===== config.mk =====
export PLATFORM = sky130hd
export DESIGN_NAME = p6_mem_responder
export DESIGN_NICKNAME = d
export VERILOG_FILES = /design/src/rtl/p6_mem_responder.sv
export SDC_FILE = /design/constraint.sdc
export NUM_CORES = 2
export LEC_CHECK = 0
export BUFFER_PORTS_ARGS = -buffer_cell sky130_fd_sc_hd__buf_2
export CORE_ASPECT_RATIO = 0.8
export CORE_MARGIN = 10
export CORE_UTILIZATION = 50
export DETAILED_ROUTE_END_ITERATION = 8
export PLACE_DENSITY = 0.74
export SYNTH_ARGS = -nofsm -noshare
export SYNTH_HDL_FRONTEND = slang
export SYNTH_SLANG_ARGS = --single-unit

===== constraint.sdc =====
create_clock -name clk -period 11.9 [get_ports clk]
set_input_delay 2.38 -clock clk [delete_from_list [all_inputs] [get_ports clk]]
set_output_delay 2.38 -clock clk [all_outputs]
set_load 0.02 [all_outputs]

===== src/rtl/p6_mem_responder.sv =====
// Memory-side responder for p6 CPU load/store/fetch requests: 256x16 sync RAM plus
// LED and switch I/O registers, one request in flight, one-cycle response pulse.
module p6_mem_responder #(
  parameter int unsigned DATA_W    = 16,
  parameter int unsigned ADDR_W    = 9,
  parameter int unsigned RAM_WORDS = 256,
  parameter logic [ADDR_W-1:0] LED_ADDR = 9'h100,
  parameter logic [ADDR_W-1:0] SW_ADDR  = 9'h140
) (
  input  logic              clk,
  input  logic              reset,
  input  logic              req,
  output logic              ready,
  input  logic [1:0]        mem_cmd,
  input  logic [ADDR_W-1:0] mem_addr,
  input  logic [DATA_W-1:0] write_data,
  output logic [DATA_W-1:0] read_data,
  output logic              resp_valid,
  output logic              err,
  input  logic [7:0]        sw_in,
  output logic [7:0]        ledr
);

  localparam int unsigned RAM_AW = $clog2(RAM_WORDS);
  localparam int unsigned IO_W   = 8;

  localparam logic [1:0] CMD_READ  = 2'b01;
  localparam logic [1:0] CMD_WRITE = 2'b10;

  typedef enum logic [1:0] {
    IDLE      = 2'd0,
    RD_ACCESS = 2'd1,
    RESP      = 2'd2
  } state_t;

  state_t state, state_n;

  logic [DATA_W-1:0] ram [RAM_WORDS];
  logic [DATA_W-1:0] ram_rd;
  logic [ADDR_W-1:0] addr_q;
  logic [IO_W-1:0]   sw_q;

  logic              accept_c;
  logic              ram_we_c;
  logic              ready_n;
  logic              resp_valid_n;
  logic              err_n;
  logic [DATA_W-1:0] read_data_n;
  logic [IO_W-1:0]   ledr_n;

  function automatic logic is_ram(input logic [ADDR_W-1:0] a);
    return a < ADDR_W'(RAM_WORDS);
  endfunction

  function automatic logic is_mapped(input logic [ADDR_W-1:0] a);
    return is_ram(a) || (a == LED_ADDR) || (a == SW_ADDR);
  endfunction

  assign accept_c = req & ready & (mem_cmd != 2'b00);

  // RAM is never reset; its read port samples on every accepted request
  always_ff @(posedge clk) begin
    if (ram_we_c) ram[mem_addr[RAM_AW-1:0]] <= write_data;
    if (accept_c) ram_rd <= ram[mem_addr[RAM_AW-1:0]];
  end

  always_ff @(posedge clk) begin
    if (reset) begin
      state      <= IDLE;
      ready      <= 1'b1;
      resp_valid <= 1'b0;
      err        <= 1'b0;
      read_data  <= '0;
      ledr       <= '0;
      addr_q     <= '0;
      sw_q       <= '0;
    end else begin
      state      <= state_n;
      ready      <= ready_n;
      resp_valid <= resp_valid_n;
      err        <= err_n;
      read_data  <= read_data_n;
      ledr       <= ledr_n;
      if (accept_c) begin
        addr_q <= mem_addr;
        sw_q   <= sw_in;
      end
    end
  end

  // Writes and reserved commands respond one cycle after accept; reads two
  always_comb begin
    state_n      = state;
    resp_valid_n = 1'b0;
    err_n        = 1'b0;
    read_data_n  = read_data;
    ledr_n       = ledr;
    ram_we_c     = 1'b0;
    case (state)
      IDLE: begin
        if (accept_c) begin
          case (mem_cmd)
            CMD_READ: state_n = RD_ACCESS;
            CMD_WRITE: begin
              state_n      = RESP;
              resp_valid_n = 1'b1;
              err_n        = !is_mapped(mem_addr);
              ram_we_c     = is_ram(mem_addr);
              if (mem_addr == LED_ADDR) ledr_n = write_data[IO_W-1:0];
            end
            default: begin
              state_n      = RESP;
              resp_valid_n = 1'b1;
              err_n        = 1'b1;
            end
          endcase
        end
      end
      RD_ACCESS: begin
        state_n      = RESP;
        resp_valid_n = 1'b1;
        if (is_ram(addr_q))           read_data_n = ram_rd;
        else if (addr_q == LED_ADDR)  read_data_n = DATA_W'(ledr);
        else if (addr_q == SW_ADDR)   read_data_n = DATA_W'(sw_q);
        else begin
          read_data_n = '0;
          err_n       = 1'b1;
        end
      end
      RESP:    state_n = IDLE;
      default: state_n = IDLE;
    endcase
    ready_n = (state_n == IDLE);
  end

endmodule

==> impl_metrics.csv <==
group,metric,value,unit
run_status,status,"finished with violations",
run_status,violations,"capacitance limit, slew limit",
timing,hold_viol,0,
critical_path,cp_max_fo,67,
floorplanning,ios,65,
floorplanning,rows,183,
synth,synth_top_area_share,78.6,%
placed_design,buffer_ports.inserted,64,
floorplanning,core,312000,um2
job,cap_violations,3,
clocking,ctsRootBufferMaster,"clkbuf_16",
synth,yosysSeqAreaShare,79.2,%
global_route,grt_pass1_wl,576000,um
placed_design,place_hpwl,224000,um
critical_path,path_buf_inv,4,
synth,synth-async-reset-ratio,0,%
placed_design,gp_congestion,0.843,
global_route,grt_max_degree,131,
clocking,clk_latency,910,ps
layout,nets,7309,
drt,dr_total_vias,78167,
floorplanning,start_util,50.4,%
drt,first_pass_iters,6,
floorplanning,die_y,521,um
drt,wire_per_inst,34.4,um
clocking,clkSinkCount,4158,
floorplanning,die_area,337000,um2
drt,drt.antenna.violating_nets,0,
timing,period_share,57.0,%
synth,yosysUniqueCellTypes,40,
critical_path,cp_cell_sequence,"buf_8, buf_4, buf_4, mux4_2, a22oi_1, a21oi_1, o41ai_1, buf_4, nand4_1",
global_route,grt_usage,23.5,%
synth,syn_inst,6915,
timing,setup_viol,0,
timing,worstMarginPinSlew,1510,ps
critical_path,worst_setup_path_start_kind,"primary input",
synth,ys_ff_latch,4158,
synth,syn_area_per_cell,22.7,um2
critical_path,slowest_stage,"o41ai_1",
timing,period_needed,6780,ps
drt,drc,0,
layout,drive_above_1_share,27.1,%
timing,skew,48.9,ps
power_and_ir_drop,leakage,53.6,nW
drt,routed_wl,404000,um
critical_path,crit_path_end_kind,"flop",
clocking,cts_buffers,366,
critical_path,critPathMaxStageDelay,1200,ps
clocking,post_cts_buffers,0,
timing,fmax,147,MHz
clocking,htree_num_levels,5,
timing,fin_hold_ws,451,ps
power_and_ir_drop,power_density,166,nW/um2
floorplanning,chipWidth,647,um
synth,syn_nets,6953,
critical_path,crit_top_cell,"buf_4",
timing,rsz0062_at_grt,"no",
clocking,clk_pin_slew,70,ps
critical_path,crit_required,12510,ps
critical_path,critPathArrivalTime,7400,ps
global_route,grt_antenna_before_repair,32,
drt,avgViaCountPerCell,6.66,
synth,yosysTopAreaCell,"edfxtp_1",
hold_path,hp-class,"flop to flop",
layout,final_common_cell,"edfxtp_1",
global_route,grt_pass1_vias,77150,
critical_path,crit_type,"primary input to flop",
timing,report.final.slew_viol_count,2,
drt,drtIter0Drc,13434,
layout,syn_to_final_growth,12.0,%
synth,yosys-top-cells-area,"edfxtp_1 (79%), mux4_2 (15%), a22oi_1 (2.4%)",
clocking,cts_hold_buf,0,
synth,ys.flop_type,"edfxtp_1",
clocking,cts.repair.resized,0,
global_route,grt_overflow_total,0,
clocking,cts_buffer_depth,4,
timing,maxSlewHeadroom,-1.96,%
synth,syn_area,157000,um2
timing,tns,0,ps
layout,final_cell_mix,"edfxtp_1 (4112), mux4_2 (1024), a22oi_1 (512)",
power_and_ir_drop,ir_drop,0.000121,V
critical_path,crit_family,"buffers and inverters",
synth,synth_edf_count,4112,
clocking,tritoncts,"yes",
synth,yosys_warnings,0,
==> cells in the mapped netlist (2+ instances only) <==
cell type and count:
mux4_2 1024, buf_2 107, buf_4 5, mux2_2 8, a22oi_1 512, and2_1 3
nor2_1 279, or4_1 2, nand3_1 12, a221oi_1 8, buf_1 60, nor3_1 11
nor2b_1 7, nand4_1 16, nand2b_1 3, edfxtp_1 4112, mux2i_1 8, or2_2 2
a21oi_1 281, clkbuf_1 256, o41ai_1 64, nand2_1 72, dfxtp_1 46
==> routing by layer <==
metal | track usage, % | up-vias | wire length, um
met1 | 33.5 | 41059 | 147000
li1 | - | 30385 | -
met3 | 7.27 | 810 | 56500
met4 | 7.93 | 26 | 14800
met2 | 34.8 | 5887 | 185000
met5 | 0 | - | 227
==> kinds of logic after synthesis <==
group	count (synthesis)	synth area share, %
muxes	1040	14.8
DFF	4158	79.2
and+or+nand+nor	418	1.11
AOI/OAI and AO/OA	869	3.76
buffers and inverters	430	1.12
==> cell type report <==
class / instances / area [um2]
Timing Repair Buffer: 416 / 3320
Multi-Input combinational cell: 2327 / 31300
Antenna cell: 16 / 40.0
Inverter: 2 / 7.51
Clock inverter: 212 / 2030
Fill cell: 21646 / 136000
Sequential cell: 4158 / 124000
Tap cell: 4162 / 5210
Clock buffer: 440 / 9590
==> final timing paths <==
check | cells after the start | to | slack (ps) | from
setup reg to reg | 6 | ram[204][0]$_DFFE_PP_ | 6680 | state[0]$_SDFF_PP0_
setup / recovery | 9 | ram_rd[6]$_DFFE_PP_ | 5120 | mem_addr[1]
hold / removal | 2 | read_data[8]$_SDFFE_PP0P_ | 450 | read_data[8]$_SDFFE_PP0P_
hold reg to reg | 2 | read_data[8]$_SDFFE_PP0P_ | 450 | read_data[8]$_SDFFE_PP0P_
==> through the flow <==
stage | total power [mW] | cell area, um2 | cells | util (%) | worst slack [ps]
after floorplan | 17.1 | 157000 | 6915 | - | 6140
after global placement | 17.7 | 164000 | 11055 | 52.6 | 3520
after detailed placement | 17.7 | 164000 | 11065 | 52.7 | 4410
after CTS | 29.3 | 176000 | 11717 | 56.4 | 5390
after global routing | 29.9 | 176000 | 11718 | 56.4 | 5040
final | 29.2 | 176000 | 11733 | 56.4 | 5120
==> worst min-delay path, delay by kind of cell (launching register included) <==
kind	cells	cell delay, ps
AO/OA/AOI/OAI	1	50
flip-flops	1	310
AND/OR/NAND/NOR	1	50
==> registers in the layout, indices dropped and copies added (netlist names) <==
signal	count
ram	4096
ram_rd	16
read_data	16
addr_q	9
ledr	8
sw_q	8
state	2
err	1
ready	1
resp_valid	1
==> power by group <==
group	total [mW]	internal [mW]	switching (mW)
clock	11.7	6.55	5.19
combinational	1.32	0.430	0.889
sequential	16.1	16.1	0.0196
total	29.2	23.1	6.10
No activity file was read; power rests on OpenSTA's default activity.
